===== src/rtl/relu_hidden_buffer.sv =====
// Captures one hidden vector of ReLU-activated MAC results, then streams it out with valid/accept.
// Define RELU_CLAMP_EN to build a bounded ReLU that saturates at CLAMP_MAX.
//
// state | meaning
// FILL  | storing activated z strobes into mem; no output valid
// DRAIN | presenting mem[0..DEPTH-1] on a_element; z strobes dropped (overflow)
module relu_hidden_buffer #(
  parameter int                        DATA_W    = 16,
  parameter int                        DEPTH     = 16,
  parameter int                        ADDR_W    = 4,
  parameter logic signed [DATA_W-1:0]  CLAMP_MAX = 16'sd4095
) (
  input  logic              clock,
  input  logic              clear,
  input  logic [DATA_W-1:0] z_element,
  input  logic              z_element_ready,
  output logic [DATA_W-1:0] a_element,
  output logic              a_element_ready,
  input  logic              a_element_accept,
  output logic              last_element,
  output logic              buffer_full,
  output logic              overflow,
  output logic [ADDR_W:0]   fill_count
);

  typedef enum logic {ST_FILL, ST_DRAIN} state_t;

  localparam logic [ADDR_W-1:0] LAST_IDX  = ADDR_W'(DEPTH - 1);
  localparam logic [ADDR_W-1:0] PTR_ONE   = ADDR_W'(1);
  localparam logic [ADDR_W:0]   COUNT_ONE = (ADDR_W+1)'(1);

  state_t              state_q, state_d;
  logic [ADDR_W-1:0]   wr_ptr_q, wr_ptr_d;
  logic [ADDR_W-1:0]   rd_ptr_q, rd_ptr_d;
  logic [ADDR_W:0]     fill_count_q, fill_count_d;
  logic [DATA_W-1:0]   a_data_q, a_data_d;
  logic                a_valid_q, a_valid_d;
  logic                buffer_full_q, buffer_full_d;
  logic                overflow_q, overflow_d;
  logic                mem_we;
  logic [DATA_W-1:0]   act;
  logic [DATA_W-1:0]   mem_q [DEPTH];

  always_comb begin
    act = z_element;
    if (z_element[DATA_W-1]) begin
      act = '0;
    end
`ifdef RELU_CLAMP_EN
    else if ($signed(z_element) > CLAMP_MAX) begin
      act = CLAMP_MAX;
    end
`endif
  end

  always_comb begin
    state_d       = state_q;
    wr_ptr_d      = wr_ptr_q;
    rd_ptr_d      = rd_ptr_q;
    fill_count_d  = fill_count_q;
    a_data_d      = a_data_q;
    a_valid_d     = a_valid_q;
    buffer_full_d = 1'b0;
    overflow_d    = overflow_q;
    mem_we        = 1'b0;
    unique case (state_q)
      ST_FILL: begin
        if (z_element_ready) begin
          mem_we       = 1'b1;
          wr_ptr_d     = wr_ptr_q + PTR_ONE;
          fill_count_d = fill_count_q + COUNT_ONE;
          if (wr_ptr_q == LAST_IDX) begin
            state_d       = ST_DRAIN;
            buffer_full_d = 1'b1;
          end
        end
      end
      ST_DRAIN: begin
        if (z_element_ready) begin
          overflow_d = 1'b1;
        end
        // The first DRAIN cycle only loads mem[0]; afterwards each accept advances with no bubble.
        if (!a_valid_q) begin
          a_data_d  = mem_q[rd_ptr_q];
          a_valid_d = 1'b1;
        end else if (a_element_accept) begin
          if (rd_ptr_q == LAST_IDX) begin
            a_valid_d    = 1'b0;
            a_data_d     = '0;
            rd_ptr_d     = '0;
            fill_count_d = '0;
            state_d      = ST_FILL;
          end else begin
            rd_ptr_d     = rd_ptr_q + PTR_ONE;
            fill_count_d = fill_count_q - COUNT_ONE;
            a_data_d     = mem_q[rd_ptr_d];
          end
        end
      end
      default: state_d = ST_FILL;
    endcase
  end

  always_ff @(posedge clock or posedge clear) begin
    if (clear) begin
      state_q       <= ST_FILL;
      wr_ptr_q      <= '0;
      rd_ptr_q      <= '0;
      fill_count_q  <= '0;
      a_data_q      <= '0;
      a_valid_q     <= 1'b0;
      buffer_full_q <= 1'b0;
      overflow_q    <= 1'b0;
    end else begin
      state_q       <= state_d;
      wr_ptr_q      <= wr_ptr_d;
      rd_ptr_q      <= rd_ptr_d;
      fill_count_q  <= fill_count_d;
      a_data_q      <= a_data_d;
      a_valid_q     <= a_valid_d;
      buffer_full_q <= buffer_full_d;
      overflow_q    <= overflow_d;
    end
  end

  // Storage is not reset; contents are only read after a complete fill.
  always_ff @(posedge clock) begin
    if (mem_we) begin
      mem_q[wr_ptr_q] <= act;
    end
  end

  assign a_element       = a_data_q;
  assign a_element_ready = a_valid_q;
  assign last_element    = a_valid_q && (rd_ptr_q == LAST_IDX);
  assign buffer_full     = buffer_full_q;
  assign overflow        = overflow_q;
  assign fill_count      = fill_count_q;

endmodule

===== config.mk =====
export PLATFORM = sky130hd
export DESIGN_NAME = relu_hidden_buffer
export DESIGN_NICKNAME = d
export VERILOG_FILES = /design/src/rtl/relu_hidden_buffer.sv
export SDC_FILE = /design/constraint.sdc
export NUM_CORES = 1
export LEC_CHECK = 0
export CAP_MARGIN = 20
export CORE_AREA = 2 2 165 167
export CTS_BUF_LIST = sky130_fd_sc_hd__clkbuf_8
export CTS_CLUSTER_SIZE = 14
export DETAILED_ROUTE_END_ITERATION = 10
export DIE_AREA = 0 0 167 169
export PLACE_DENSITY = 0.79
export SLEW_MARGIN = 20
export SYNTH_ARGS = -nofsm -noshare
export SYNTH_HDL_FRONTEND = slang
export SYNTH_SLANG_ARGS = --single-unit

===== constraint.sdc =====
create_clock -name clock -period 2.15 [get_ports clock]
set_input_delay 0.3225 -clock clock [delete_from_list [all_inputs] [get_ports clock]]
set_output_delay 0.3225 -clock clock [all_outputs]
set_load 0.05 [all_outputs]

==> results.txt, run 1 <==
----------------------------------------------------
[Yosys]
  Total standard cell area after synthesis ... about 13000 um^2
  Number of synthesized flops with an enable pin ... 240
  Warning count from the yosys run ... 0
  Gate count after technology mapping ... 837
  Fraction of the yosys area taken by sequential cells ... 0.617
  Cell type with the highest aggregate area in the netlist ... sky130_fd_sc_hd__edfxtp_1
  Main flop type after synthesis ... sky130_fd_sc_hd__edfxtp_1
  Unique cell type count in the Yosys netlist ... 45
  Top cells by area in the synthesized netlist ... sky130_fd_sc_hd__edfxtp_1, sky130_fd_sc_hd__mux4_2, sky130_fd_sc_hd__mux2i_1, sky130_fd_sc_hd__dfrtp_1, sky130_fd_sc_hd__mux2_2
  Asr flop ratio synth ... 0.118
  Fraction of post-synthesis cell area in the top cell type by area ... 0.556
  Net Count, Synth ... 864
  Synthesized area divided by synthesized cell count ... about 16 um^2
  Post-synthesis sequential element count ... ~270

[STA]
  Endpoints failing hold ... 0
  Setup Skew ... between 30 and 40 ps
  Slew headroom ... 0.269
  Worst hold slack ... about 110 ps
  Number of failing setup endpoints in the final timing report ... 15
  Post-layout minimum cycle time ... about 2300 ps
  Final period utilization ... 1.09
  Slew of the pin with the lowest slew margin ... between 1000 and 1500 ps
  Max-slew violation total from the final report ... 0
  Setup repair after global routing missed its margin ... yes
  Achievable clock frequency ... between 0.4 and 0.5 GHz
  Setup TNS Final ... -2030 ps
  Crit path setup slack, layout ... -193 ps

[Floorplanning]
  Number of placement rows ... 60
  Die Area ... roughly 28000 um^2
  Die Ht ... 169 um
  Boundary pin count ... 45
  Core box area ... 26500 um^2
  Die X-Extent ... about 170 um
  Starting utilization of the core area ... 0.490

[Global route]
  Remaining global-route overflow ... 0
  Antenna violations before repair ... 0
  Global-route wire length before repair ... around 50 mm
  Overall track demand over capacity in global routing ... 0.234
  Via count of the first global-routing pass ... around 8400
  Pin count of the biggest net entering global routing ... 85

[Finish]
  Share of cells above drive strength 1 ... 0.262
  Area overhead of the layout relative to synthesis ... 20.2%
  Filler instances ... approximately 2000
  Number of nets in the final layout ... between 900 and 1000
  Antenna cells ... 0

[Worst hold path]
  Hold Crit Class ... in -> async

[Detailed routing]
  Number of detailed-routing iterations run before antenna repair ... 5
  WL/cell ... approximately 26 um
  Post-route ant nets ... 0
  Routed WL ... 33.5 mm
  Count of vias placed by the detailed router ... between 8000 and 9000
  Avg Vias per Cell ... roughly 6.3
  Detailed Route Iter0 Violations ... between 700 and 800
  Residual DRC count ... 0

[Flow run]
  Count of max-cap constraint violations ... 0

[Placed design]
  Minimum setup slack after placement ... -192 ps
  Count of port buffers added during placement ... between 40 and 50
  Estimated wirelength of the detail-placed design ... roughly 20 mm
  Global placer's final weighted congestion ... 0.829

[Clocking]
  CTS sink cnt ... ~270
  Clock slew seen by the registers of the worst setup and hold paths ... roughly 60 ps
  # H-tree levels ... 2
  Root buffer cell ... sky130_fd_sc_hd__clkbuf_8
  TritonCTS clock tree ... done
  Clock buffer depth ... 3
  Number of clock buffers inserted by TritonCTS ... 41
  Clock insertion delay at the later pin of the skew report ... ~580 ps
  CTS hold repair buffers ... 0

[Setup path]
  Critical path required time ... around 2600 ps
  Data arrival time of the critical path ... 2780 ps
  Critical path fanouts, max ... 6
  CP Class ... reg -> reg
  Critical Path End Type ... flip-flop
  Startpoint class of the critical path ... flip-flop

[Power and ir drop]
  Leakage component of the power ... 5.39 nW
  Total power density per cell area ... approximately 1400 nW/um^2
  Overall power consumption ... approximately 22 mW
  Peak ir drop on the vdd network ... 736 uV

[Outcome]
  Violated checks ... setup timing
  Result of the run ... finished, violations left

----------------------------------------------------
-- metrics by stage --
stage | cell area, um^2 | util | std cells
2_1_floorplan | 13000 | - | 837
4_1_cts | 15400 | 0.580 | 1302
5_1_grt | 15600 | 0.589 | 1314
3_5_place_dp | 14400 | 0.543 | 1220
6_report | 15600 | 0.589 | 1314
3_3_place_gp | 14400 | 0.543 | 1220
-- final timing paths --
kind	from	to	slack, ps	depth (start not counted)
setup reg to reg	rd_ptr_q[0]	a_element[10]	-190	9
min in group clock	z_element_ready	overflow	390	2
setup / recovery	rd_ptr_q[0]	a_element[10]	-190	9
hold reg to reg	overflow	overflow	460	1
hold / removal	clear	overflow	110	3
max in group asynchronous	clear	rd_ptr_q[1]	1810	3
-- cells by family after synthesis --
group / synth area share
AOI/OAI and AO/OA: 0.0582
xor gates and xnor gates: 0.00338
adders and majority gates: 0.00675
buffers and inverters: 0.0253
DFF: 0.617
muxes: 0.225
other: 0.000289
and+or+nand+nor: 0.0643
-- layer usage --
metal  global-route usage  share of wire  vias up
met5                    0              0        -
met4                0.108          0.035        0
met3               0.0416          0.096       92
met2                0.378           0.49      461
met1                0.312           0.38     4222
li1                     -              -     3551
-- synthesized netlist by cell type (all sizes together), types with 6 or more instances --
library cell / instances
mux2i: 122
nand2: 56
a21oi: 8
nand3: 25
buf: 33
a31oi: 18
o21ai: 6
dfrtp: 32
mux4: 60
and2: 18
nor2b: 22
a22oi: 41
a41oi: 15
inv: 6
clkbuf: 27
nand4: 12
mux2: 30
ha: 7
nor2: 24
edfxtp: 240
-- layout make-up --
class / instances / area, um^2 / area share
sequential: 272 / 8020 / 0.514
multi-input combinational: 499 / 4790 / 0.307
timing repair buffer: 122 / 1530 / 0.0983
clock buffer: 47 / 647 / 0.0415
tap: 341 / 427 / 0.0274
clock inverter: 27 / 156 / 0.0100
inverter: 6 / 22.5 / 0.00144
-- worst max-delay path, stage by stage, from the launching register on --
cell,delay (ps)
sky130_fd_sc_hd__dfrtp_4,490
sky130_fd_sc_hd__ha_4,280
sky130_fd_sc_hd__buf_12,150
sky130_fd_sc_hd__buf_12,140
sky130_fd_sc_hd__buf_12,130
sky130_fd_sc_hd__buf_12,100
sky130_fd_sc_hd__mux4_2,470
sky130_fd_sc_hd__mux2_4,290
sky130_fd_sc_hd__nand2_2,60
sky130_fd_sc_hd__a41oi_2,80
-- power breakdown --
part / total, mW / leakage (nW) / internal [mW] / switching (mW)
logic: 11.2 / 2.39 / 5.64 / 5.53
registers: 6.84 / 2.56 / 6.38 / 0.469
clock network: 4.14 / 0.444 / 2.14 / 2.00
-- placed cells by master, fill, tap and decap left out, types with 15 or more instances in the layout --
cell	netlist	final
sky130_fd_sc_hd__a22oi_1	41	41
sky130_fd_sc_hd__and2_1	18	18
sky130_fd_sc_hd__buf_12	0	35
sky130_fd_sc_hd__buf_4	6	37
sky130_fd_sc_hd__clkbuf_8	0	48
sky130_fd_sc_hd__clkdlybuf4s50_1	0	33
sky130_fd_sc_hd__dfrtp_1	32	29
sky130_fd_sc_hd__edfxtp_1	240	240
sky130_fd_sc_hd__inv_1	6	15
sky130_fd_sc_hd__mux2_2	29	18
sky130_fd_sc_hd__mux2i_1	121	121
sky130_fd_sc_hd__mux4_2	60	60
sky130_fd_sc_hd__nand2_1	56	53
sky130_fd_sc_hd__nand3_1	25	24
sky130_fd_sc_hd__nor2_1	24	22
sky130_fd_sc_hd__nor2b_1	22	18
-- timing repair --
item                       4_1_cts  5_1_grt
gates cloned                     1        1
gates resized for setup         22       27
buffers inserted                 7       11
setup endpoints to repair       23       17
pin swaps                        3       16
-- sequential cells by signal, summed over array words and instances, names as in the netlist, 4 cells and up --
signal      flops
a_element      15
rd_ptr_q        4
fill_count      5
wr_ptr_q        4
mem_q         240
Note: power is estimated with default switching activity, not from simulation.
==> run 2: changes to the inputs <==
--- a/config.mk
+++ b/config.mk
@@ -6,12 +6,12 @@
 export NUM_CORES = 1
 export LEC_CHECK = 0
 export CAP_MARGIN = 20
-export CORE_AREA = 2 2 165 167
+export CORE_AREA = 2 2 184 186
 export CTS_BUF_LIST = sky130_fd_sc_hd__clkbuf_8
 export CTS_CLUSTER_SIZE = 14
 export DETAILED_ROUTE_END_ITERATION = 10
-export DIE_AREA = 0 0 167 169
-export PLACE_DENSITY = 0.79
+export DIE_AREA = 0 0 186 188
+export PLACE_DENSITY = 0.67
 export SLEW_MARGIN = 20
 export SYNTH_ARGS = -nofsm -noshare
 export SYNTH_HDL_FRONTEND = slang
==> results.txt, run 2 (synthesis results as in run 1) <==
----------------------------------------------------
[Global route]
  Remaining global-route overflow ... 0 (unchanged)
  Antenna violations before repair ... 1 (+1)
  Pin count of the biggest net entering global routing ... 69 (-19%)
  Via count of the first global-routing pass ... 8375 (+0.13%)
  Overall track demand over capacity in global routing ... 0.204 (-0.0302)
  Global-route wire length before repair ... 51.5 mm (+4.3%)

[Setup path]
  Data arrival time of the critical path ... 2710 ps (-70 ps)
  Beginning of the critical path ... rd_ptr_q[1]
  Sequence of cells on the critical path ... ha_4 > buf_4 > buf_12 > mux4_2 > mux2_4 > a31oi_4 > a41oi_2
  Slack of the worst reg-to-reg path ... -150 ps (+40 ps)
  Worst reg2reg startpoint ... rd_ptr_q[1]
  Kind of cell with the highest combined delay on the critical path ... multiplexers
  Critical path fanouts, max ... 8 (+2)
  CP Class ... reg -> reg
  Critical R2R Capture ... a_element[12]
  Number of buffers and inverters on the critical path ... 2 (-2)
  Critical path required time ... 2560 ps (-30 ps)
  Biggest cell delay along the critical path ... 500 ps (about the same)
  Reg2reg path depth ... 7 (-2)
  Startpoint class of the critical path ... flip-flop
  Slowest library cell on the worst path ... sky130_fd_sc_hd__mux4_2
  Critical Path End Type ... flip-flop

[Placed design]
  Minimum setup slack after placement ... -185 ps (+6.98 ps)
  Global placer's final weighted congestion ... 0.810 (-2.3%)
  Estimated wirelength of the detail-placed design ... 20.3 mm (+3.3%)
  Count of port buffers added during placement ... 43 (unchanged)

[STA]
  Achievable clock frequency ... 0.434 GHz (+1.8%)
  Post-layout minimum cycle time ... 2300 ps (-40.9 ps)
  Endpoints failing hold ... 0 (unchanged)
  Setup Skew ... 19.2 ps (-18.1 ps)
  Final period utilization ... 1.07 (-0.0190)
  Crit path setup slack, layout ... -152 ps (+40.9 ps)
  Slew headroom ... 0.294 (+0.0253)
  Number of failing setup endpoints in the final timing report ... 15 (unchanged)
  Setup repair after global routing missed its margin ... yes
  Slew of the pin with the lowest slew margin ... 1060 ps (-37.9 ps)
  Max-slew violation total from the final report ... 0 (unchanged)

[Finish]
  Final standard cell utilization of the core ... 0.479 (-0.109)
  Area overhead of the layout relative to synthesis ... 22.3%
  Antenna cells ... 0 (unchanged)
  Share of cells above drive strength 1 ... 0.271 (+0.00882)
  Number of nets in the final layout ... 984 (+1.5%)
  Flip-flop count of the largest register after layout ... 240 (unchanged)
  Register bank with the most flops ... mem_q
  Most used cells in the layout excluding fill and tap cells ... sky130_fd_sc_hd__edfxtp_1, sky130_fd_sc_hd__mux2i_1, sky130_fd_sc_hd__mux4_2, sky130_fd_sc_hd__nand2_1, sky130_fd_sc_hd__buf_4
  Most common library cell in the layout ignoring fill and taps ... sky130_fd_sc_hd__edfxtp_1

[Power and ir drop]
  Leakage component of the power ... 5.53 nW (+2.4%)
  Overall power consumption ... 22.5 mW (+1.6%)
  Peak ir drop on the vdd network ... 1210 uV (+65%)
  Total power density per cell area ... 1420 nW/um^2 (-0.14%)

[Clocking]
  Clock insertion delay at the later pin of the skew report ... 550 ps (-30 ps)
  Number of clock buffers inserted by TritonCTS ... 46 (+12%)
  Root buffer cell ... sky130_fd_sc_hd__clkbuf_8
  TritonCTS clock tree ... done
  Clock buffer depth ... 3 (unchanged)
  Clock slew seen by the registers of the worst setup and hold paths ... 60 ps (about the same)
  CTS sink cnt ... 272 (unchanged)
  # H-tree levels ... 2 (unchanged)
  CTS hold repair buffers ... 0 (unchanged)

[Detailed routing]
  Residual DRC count ... 0 (unchanged)
  Post-route ant nets ... 0 (unchanged)
  Number of detailed-routing iterations run before antenna repair ... 5 (unchanged)
  Routed WL ... 35.8 mm (+6.6%)
  WL/cell ... 24.8 um (-2.8%)
  Detailed Route Iter0 Violations ... 708 (-9.9%)
  Avg Vias per Cell ... 5.71 (-9.9%)
  Count of vias placed by the detailed router ... 8224 (-1.2%)

[Floorplanning]
  Boundary pin count ... 45 (unchanged)
  Die Ht ... 188 um (+11%)
  Core box area ... 33100 um^2 (+25%)
  Die X-Extent ... 186 um (+11%)
  Starting utilization of the core area ... 0.392 (-0.0978)
  Number of placement rows ... 67 (+12%)
  Die Area ... 35000 um^2 (+24%)

[Flow run]
  Count of max-cap constraint violations ... 0 (unchanged)

[Outcome]
  Violated checks ... setup timing
  Result of the run ... finished, violations left

[Worst hold path]
  Hold Crit Class ... in -> async

----------------------------------------------------
run 2: per-stage QoR:
step           area [um^2]  instances  hold WS, ps  TNS [ps]
3_5_place_dp         14600       1334          456     -4050
6_report             15900       1441         62.8     -1590
2_1_floorplan        13000        837          426         0
3_3_place_gp         14600       1334          450     -1750
5_1_grt              15900       1441         67.6     -2310
4_1_cts              15600       1427         58.4     -1450
run 2: routing by layer:
metal	up-vias	part of all wire	GRT usage
li1	3594	-	-
met1	4223	0.39	0.251
met2	328	0.51	0.350
met3	79	0.067	0.0416
met4	0	0.034	0.0800
met5	-	0	0
run 2: how the worst max path moves through the flow:
stage                    end  slack (ps)  cells after the start
2_1_floorplan  a_element[10]          10                      7
3_3_place_gp    a_element[8]        -120                      7
3_5_place_dp    a_element[7]        -190                      6
4_1_cts         a_element[7]        -150                      6
5_1_grt         a_element[5]        -190                      7
6_report       a_element[12]        -150                      7
run 2: final cells by class:
type	instances	area, um^2
Fill cell	2849	17200
Sequential cell	272	8020
Multi-Input combinational cell	499	4820
Timing Repair Buffer	132	1540
Clock buffer	50	688
Tap cell	448	561
Clock inverter	34	220
Inverter	6	22.5
run 2: what timing repair did:
item                                   4_1_cts  5_1_grt
endpoints found under the hold margin        0        0
gates resized for setup                     22       21
cloned                                       0        2
buffers inserted                             9       12
pin swaps                                   10        6
setup endpoints to repair                   22       19
run 2: where the power goes:
part / internal (mW) / total (mW) / switching (mW)
sequential: 6.38 / 6.83 / 0.451
clock: 2.50 / 4.58 / 2.07
combinational: 5.58 / 11.1 / 5.52
